$ cat src/rtl/uart_tx_fifo.sv
// uart_tx_fifo: FIFO-buffered UART transmitter, LSB first, 1 or 2 stop bits.
// Define UART_TX_PARITY_EN to send a parity bit (sense from parity_odd).
module uart_tx_fifo #(
    parameter int BAUD_DIV   = 867,
    parameter int DATA_BITS  = 8,
    parameter int STOP_BITS  = 1,
    parameter int FIFO_DEPTH = 16
) (
    input  logic                        clk,
    input  logic                        rst,
    input  logic [DATA_BITS-1:0]        din,
    input  logic                        wr_stb,
    input  logic                        parity_odd,
    output logic                        full,
    output logic [$clog2(FIFO_DEPTH):0] level,
    output logic                        tbre,
    output logic                        overflow,
    input  logic                        ovf_clr,
    output logic                        txd
);
    localparam int AW = $clog2(FIFO_DEPTH);
    localparam int CW = $clog2(BAUD_DIV + 1);
    localparam logic [AW:0] FULL_LVL = (AW + 1)'(FIFO_DEPTH);
    localparam logic [CW-1:0] RELOAD = CW'(BAUD_DIV);

    typedef enum logic [2:0] {IDLE, START, DATA, PARITY, STOP} state_t;

    state_t state, state_nxt;

    logic [DATA_BITS-1:0] mem [FIFO_DEPTH];
    logic [AW-1:0]        wptr, rptr;
    logic [DATA_BITS-1:0] shreg;
    logic [CW-1:0]        cnt;
    logic [3:0]           bcnt;
    logic                 sidx;
    logic                 tick, last_data, last_stop;
    logic                 avail, wr_ok, pop;
    logic                 txd_nxt;
    logic                 pbit;

`ifdef UART_TX_PARITY_EN
    logic par;
    assign pbit = par;
`else
    logic unused_parity_odd;
    assign unused_parity_odd = parity_odd;
    assign pbit = 1'b1;
`endif

    assign avail     = (level != '0);
    assign full      = (level == FULL_LVL);
    assign wr_ok     = wr_stb && !full;
    assign tbre      = !avail && (state == IDLE);
    assign tick      = (state != IDLE) && (cnt == '0);
    assign last_data = (bcnt == 4'(DATA_BITS - 1));
    assign last_stop = (STOP_BITS == 1) || sidx;

    // FIFO storage array; no reset needed, level gates every read.
    always_ff @(posedge clk) begin
        if (wr_ok) mem[wptr] <= din;
    end

    // FIFO pointers and occupancy; pointers wrap naturally.
    always_ff @(posedge clk) begin
        if (rst) begin
            wptr  <= '0;
            rptr  <= '0;
            level <= '0;
        end else begin
            if (wr_ok) wptr <= wptr + 1'b1;
            if (pop)   rptr <= rptr + 1'b1;
            case ({wr_ok, pop})
                2'b10:   level <= level + 1'b1;
                2'b01:   level <= level - 1'b1;
                default: level <= level;
            endcase
        end
    end

    // Sticky overflow; a dropped write wins over a clear.
    always_ff @(posedge clk) begin
        if (rst)                 overflow <= 1'b0;
        else if (wr_stb && full) overflow <= 1'b1;
        else if (ovf_clr)        overflow <= 1'b0;
    end

    // FSM state register.
    always_ff @(posedge clk) begin
        if (rst) state <= IDLE;
        else     state <= state_nxt;
    end

    // FSM next-state logic; STOP chains straight into START when data waits.
    always_comb begin
        state_nxt = state;
        unique case (state)
            IDLE:   if (avail) state_nxt = START;
            START:  if (tick) state_nxt = DATA;
`ifdef UART_TX_PARITY_EN
            DATA:   if (tick && last_data) state_nxt = PARITY;
            PARITY: if (tick) state_nxt = STOP;
`else
            DATA:   if (tick && last_data) state_nxt = STOP;
`endif
            STOP:   if (tick && last_stop) state_nxt = avail ? START : IDLE;
            default: state_nxt = IDLE;
        endcase
    end

    // FSM outputs: FIFO pop and the next line level at each bit boundary.
    always_comb begin
        pop     = 1'b0;
        txd_nxt = txd;
        unique case (state)
            IDLE: if (avail) begin
                pop     = 1'b1;
                txd_nxt = 1'b0;
            end
            START:  if (tick) txd_nxt = shreg[0];
            DATA:   if (tick) txd_nxt = last_data ? pbit : shreg[1];
`ifdef UART_TX_PARITY_EN
            PARITY: if (tick) txd_nxt = 1'b1;
`endif
            STOP: if (tick && last_stop && avail) begin
                pop     = 1'b1;
                txd_nxt = 1'b0;
            end
            default: txd_nxt = 1'b1;
        endcase
    end

    // Datapath: registered line, baud counter, shifter and bit counters.
    always_ff @(posedge clk) begin
        if (rst) begin
            txd   <= 1'b1;
            cnt   <= '0;
            shreg <= '0;
            bcnt  <= '0;
            sidx  <= 1'b0;
`ifdef UART_TX_PARITY_EN
            par   <= 1'b0;
`endif
        end else begin
            txd <= txd_nxt;
            if (pop) begin
                shreg <= mem[rptr];
                cnt   <= RELOAD;
`ifdef UART_TX_PARITY_EN
                par   <= (^mem[rptr]) ^ parity_odd;
`endif
            end else if (tick) begin
                cnt <= (state_nxt == IDLE) ? '0 : RELOAD;
            end else if (state != IDLE) begin
                cnt <= cnt - 1'b1;
            end
            if (state == START && tick) bcnt <= '0;
            if (state == DATA && tick) begin
                bcnt  <= bcnt + 1'b1;
                shreg <= shreg >> 1;
            end
            if (state_nxt == STOP && state != STOP) sidx <= 1'b0;
            else if (state == STOP && tick)         sidx <= 1'b1;
        end
    end

endmodule

$ cat config.mk
export PLATFORM = sky130hd
export DESIGN_NAME = uart_tx_fifo
export DESIGN_NICKNAME = d
export VERILOG_FILES = /design/src/rtl/uart_tx_fifo.sv
export SDC_FILE = /design/constraint.sdc
export NUM_CORES = 1
export LEC_CHECK = 0
export ABC_CLOCK_PERIOD_IN_PS = 11190
export CAP_MARGIN = 25
export CORE_MARGIN = 3
export CORE_UTILIZATION = 50
export CTS_BUF_LIST = sky130_fd_sc_hd__clkbuf_8
export DETAILED_ROUTE_END_ITERATION = 10
export PLACE_DENSITY_LB_ADDON = 0.12
export RECOVER_POWER = 100
export SETUP_SLACK_MARGIN = 0.5
export SYNTH_ARGS = -nofsm -noshare
export SYNTH_HDL_FRONTEND = slang
export SYNTH_SLANG_ARGS = --single-unit
$ cat constraint.sdc
create_clock -name clk -period 11.19 [get_ports clk]
set_clock_uncertainty 0.2 [all_clocks]
set_input_delay 1.119 -clock clk [delete_from_list [all_inputs] [get_ports clk]]
set_output_delay 1.119 -clock clk [all_outputs]
set_load 0.02 [all_outputs]
Word-level counts from Yosys, hierarchy flattened:

Memories as Yosys holds them, arrays and structs flattened. A register that Yosys moved wholly into a read port is not among the register bits.
Cells that the tools add are included.

* memory bits (writable): 128
* output and inout bits: 9
* word-level logic and storage cells: 83
* input bits: 13
* memories kept: 1
* flip-flop bits (word level): 40

* add/sub/neg operators: 6
* eq/ne operators: 11
* reduce and logical (&&, ||, !) cells: 24
* multiplexer cells: 30

Memory list
* mem: words 16, width 8, read ports 1, clocked after Yosys merged registers in 1, wr ports 1, line 30 `logic [DATA_BITS-1:0] mem [FIFO_DEPTH];`

Operator list (count)
* $mux 10: 4
* $mux 4: 4
* $mux 7: 2
* $add 4x1->4 const B: 3
* $mux 1: 12
* $mux 3: 4
* $pmux 3 s4: 1
* $logic_not 10->1: 1
* $pmux 5 s2: 1
* $reduce_bool 2->1: 5
* $sub 10x1->10 const B: 1
* $logic_and 1x1->1: 8
* $ne 2x2->1 const B: 4
* $logic_not 3->1: 2
* $reduce_bool 3->1: 2
* $add 5x1->5 const B: 1
* $eq 5x5->1 const B: 1
* $reduce_bool 5->1: 1
* $sub 5x1->5 const B: 1
* $eq 4x3->1 const B: 1
* $pmux 1 s4: 1
* $reduce_and 4->1: 1
* $reduce_or 2->1: 2
* $eq 3x1->1 const B: 1
* other kinds (6): 7

Longest topological paths before layout:

* word-level depth: 9
* mapped depth: 15
* depth with buffers taken out: 13

Worst setup path after synthesis:

Ideal clock, no wire load.

* path type: in2reg
* start: input wr_stb
* end: register level[4]
* data required time: 10.869 ns
* buffers on the path: 1
* setup time: 0.121 ns
* data arrival time: 3.369 ns
* setup slack: 7.501 ns
* stages: 11
* cells stage by stage: a21boi_1 -> inv_1 -> ha_1 -> clkbuf_1 -> xor2_1 -> ha_1 -> o21a_1 -> o21ai_0 -> nand2b_1 -> a211oi_1 -> mux2_2

* cells in the longest elaborated chain, start to end: 3
* elaborated cells between the ends (all ways): 5
* those cells by class: eq/ne: 2; mux: 1; reduce/logical: 2

RTL lines
* start: declaration: line 12 `input logic wr_stb,`
* $logic_and 1x1->1 *: line 52 `assign wr_ok = wr_stb && !full;`
* $eq 2x1->1 or $eq 2x2->1 (tied branches): line 72 `case ({wr_ok, pop})`
* $pmux 5 s2 or $reduce_bool 2->1 (tied branches)
* end signal: assignment: line 73 `2'b10: level <= level + 1'b1;`
* end signal: assignment: line 74 `2'b01: level <= level - 1'b1;`
* end signal: assignment: line 75 `default: level <= level;`
* end: declaration: line 15 `output logic [$clog2(FIFO_DEPTH):0] level,`

Mark *: on every way between the ends. The rest lies on a longest branch, timed or not.
A chain may end at the register's enable or synchronous reset.

Worst setup path in the final report:

Same ends and word-level chain as after synthesis.

==> results.ini <==
[critical_path]
cp_cell_sequence=dlygate4sd3_1, a21boi_0, inv_1, ha_1, xor2_1, ha_1, o21a_1, o21ai_0, nand2b_1, a211oi_1, mux2_2
endpoint_kind=flop
worstSetupEndpoint=level[4]$_SDFFE_PP0P_
regToRegStartpoint=level[2]$_SDFFE_PP0P_
crit_fanout=9
cp_data_arrival_time_ns=4.74
worstSetupPathType=in2reg
rrSetupSlack_ns=7.16
max_stage_delay_ns=1.09
reg2reg_depth=11
start_kind=input port
critPathRequiredTime_ns=11.34
cp_slowest_cell=a21boi_0
r2r-end=level[4]$_SDFFE_PP0P_
cp-startpoint=wr_stb
cp_common_cell=ha_1

[synth]
syn-num-nets=514
synth_ff_type=edfxtp_1
synth_area_leaders=edfxtp_1 53%, dfxtp_1 12%, mux4_2 10%
synth.cell_area_um2=7190
synth-seq-area-share_pct=65.7
postSynthCellCount=490
syn_area_per_cell_um2=14.7
synth_top_area_cell=edfxtp_1
synth_cell_type_count=54
yosysWarningCount=0
synth_top_area_share_pct=53.5
ys_ff_latch=172
synth_edf_count=128
postSynth.asyncResetShare_pct=0

[floorplanning]
die-area_um2=15800
rows=43
io_pins=22
die_h_um=126
die_x_um=126
start_util_pct=51.4
fp.coreArea_um2=14000

[placed_design]
dp_hpwl_um=8880
place_inst=669
gp_congestion=0.820
port_buffers=20

[cts]
cts_hold_buffers=0
clk_pin_slew_worst_paths_ns=0.09
clock_latency_ns=0.46
clock_tree.buffer_depth=2
post-cts-setup-buffers=0
cts_resized=0
cts_root_buffer=clkbuf_8
cts_sinks=172
cts_htree_levels=4
cts_buffers=17
cts_tree=built

[routing]
vias_per_cell=5.80
finalWirelength_um=13900
vias=4063
wl_per_cell_um=19.8
drc=0
final_antenna_net_count=0
first_iter_violations=330
drt_pre_antenna_iters=4

[grt]
grt_max_degree=40
grtUsageTotal_pct=18.6
grt_pass1_wl_um=22500
antenna_found_initial=0
gr-total-overflow=0
grt_pass1_vias=4139

[run]
max_cap_violations=1

[finish]
mostFrequentLayoutCells=128 x edfxtp_1, 43 x dfxtp_1, 35 x nor2_1
layout_commonest_cell=edfxtp_1
fin_cells=701
final_nets=532
final_util_pct=56.7
antenna_cells=0
areaGrowthSynthToFinish_pct=10.5
drive_above_1_share_pct=15.2

[sta]
drv_slew=40
fin_crit_sh_pct=41.0
timing.fmax_mhz=218
setup_viol=0
max_slew_margin_pct=-26.5
worstMarginPinSlew_ns=1.90
rsz0062_at_grt=false
hold_violations=0
period_needed_ns=4.59
tns_ns=0

[worst_hold_path]
hold_class=reg2reg

[run_status]
run_status=finished with violations
violations=max-capacitance violations, max-slew violations

[power_and_ir_drop]
irDropWorstVdd_mv=0.122
power_density_nw_per_um2=223
p_leak_nw=2.58

## Yosys cell counts, types with 2 or more instances
master,number
edfxtp_1,128
dfxtp_1,44
nor2_1,35
mux4_2,32
a21oi_1,28
clkbuf_1,23
nand2_1,23
a22oi_1,21
nor3_1,16
ha_1,11
o21ai_0,11
xor2_1,10
inv_1,9
o211ai_1,9
nand3_1,8
nand2b_1,7
buf_2,6
nor2b_1,5
nor4_1,5
xnor2_1,5
a211oi_1,4
a31oi_1,4
and2_1,3
or3_1,3
or4_1,3
buf_1,2
mux2_2,2
mux2i_1,2
nor3b_1,2
o221a_2,2
o22ai_1,2
o31ai_1,2
o32ai_1,2
## stage by stage
step | hold WS (ns) | total power, W | worst slack (ns) | instance area, um^2
6_report | 0.302 | 0.00177 | 6.60 | 7940
5_1_grt | 0.326 | 0.00188 | 6.33 | 7940
3_3_place_gp | 0.278 | 0.00135 | 6.63 | 7560
4_1_cts | 0.302 | 0.00180 | 7.10 | 7960
2_1_floorplan | 0.266 | 0.00122 | 7.50 | 7190
3_5_place_dp | 0.290 | 0.00136 | 6.63 | 7560
## critical path, delay by kind of cell
family	cells	cell delay (ns)
buffers and inverters	2	0.72
AOI/OAI and AO/OA	4	1.65
adders and majority gates	2	0.62
muxes	1	0.36
xor gates and xnor gates	1	0.19
and+or+nand+nor	1	0.07
## cell type report
type | count | area, um^2
tap | 180 | 225
inverter | 9 | 33.8
sequential | 172 | 4730
clock inverter | 15 | 165
fill | 1111 | 6050
clock buffer | 17 | 234
timing repair buffer | 30 | 256
multi-input combinational | 278 | 2300
## flip-flops by register name, summed over array words and instances (netlist names), named ones only
name	flops
mem	128
wptr	4
level	5
cnt	10
overflow	1
shreg	8
txd	1
bcnt	4
rptr	4
state	3
## worst min-delay path by stage
| stage | cells after the start | start | end |
|---|---|---|---|
| 3_3_place_gp | 2 | shreg[2]$_SDFFE_PP0P_ | shreg[2]$_SDFFE_PP0P_ |
| 5_1_grt | 2 | shreg[0]$_SDFFE_PP0P_ | shreg[0]$_SDFFE_PP0P_ |
| 6_report | 2 | shreg[0]$_SDFFE_PP0P_ | shreg[0]$_SDFFE_PP0P_ |
| 3_5_place_dp | 2 | shreg[5]$_SDFFE_PP0P_ | shreg[5]$_SDFFE_PP0P_ |
| 2_1_floorplan | 2 | shreg[6]$_SDFFE_PP0P_ | shreg[6]$_SDFFE_PP0P_ |
| 4_1_cts | 2 | shreg[0]$_SDFFE_PP0P_ | shreg[0]$_SDFFE_PP0P_ |
## where the power goes
| group | leakage [nW] | total [W] | switching [W] | internal (W) |
|---|---|---|---|---|
| Combinational | 0.862 | 0.000532 | 0.000299 | 0.000232 |
| Sequential | 1.52 | 0.000806 | 0.0000613 | 0.000745 |
| Clock | 0.198 | 0.000433 | 0.000231 | 0.000202 |
| Total | 2.58 | 0.00177 | 0.000592 | 0.00118 |
## per-layer routing
layer  global-route usage, %  up-vias  wire length, um
li1                        -     1953                -
met1                    25.0     2018             6230
met2                    29.9       74             6920
met3                    4.88       18              524
met4                    6.50        0              206
met5                       0        -                0
## logic make-up (layout without fill, tap and decap cells)
family / count (synthesis) / count (layout) / synth area share (%)
compound gates: 96 / 96 / 9.00
xor+xnor: 15 / 15 / 1.83
mux: 36 / 36 / 10.6
flops: 172 / 172 / 65.7
fa+ha+maj: 12 / 12 / 2.05
buf+inv: 40 / 71 / 2.19
simple gates: 119 / 119 / 8.55
Note: power is estimated with default switching activity, not from simulation.
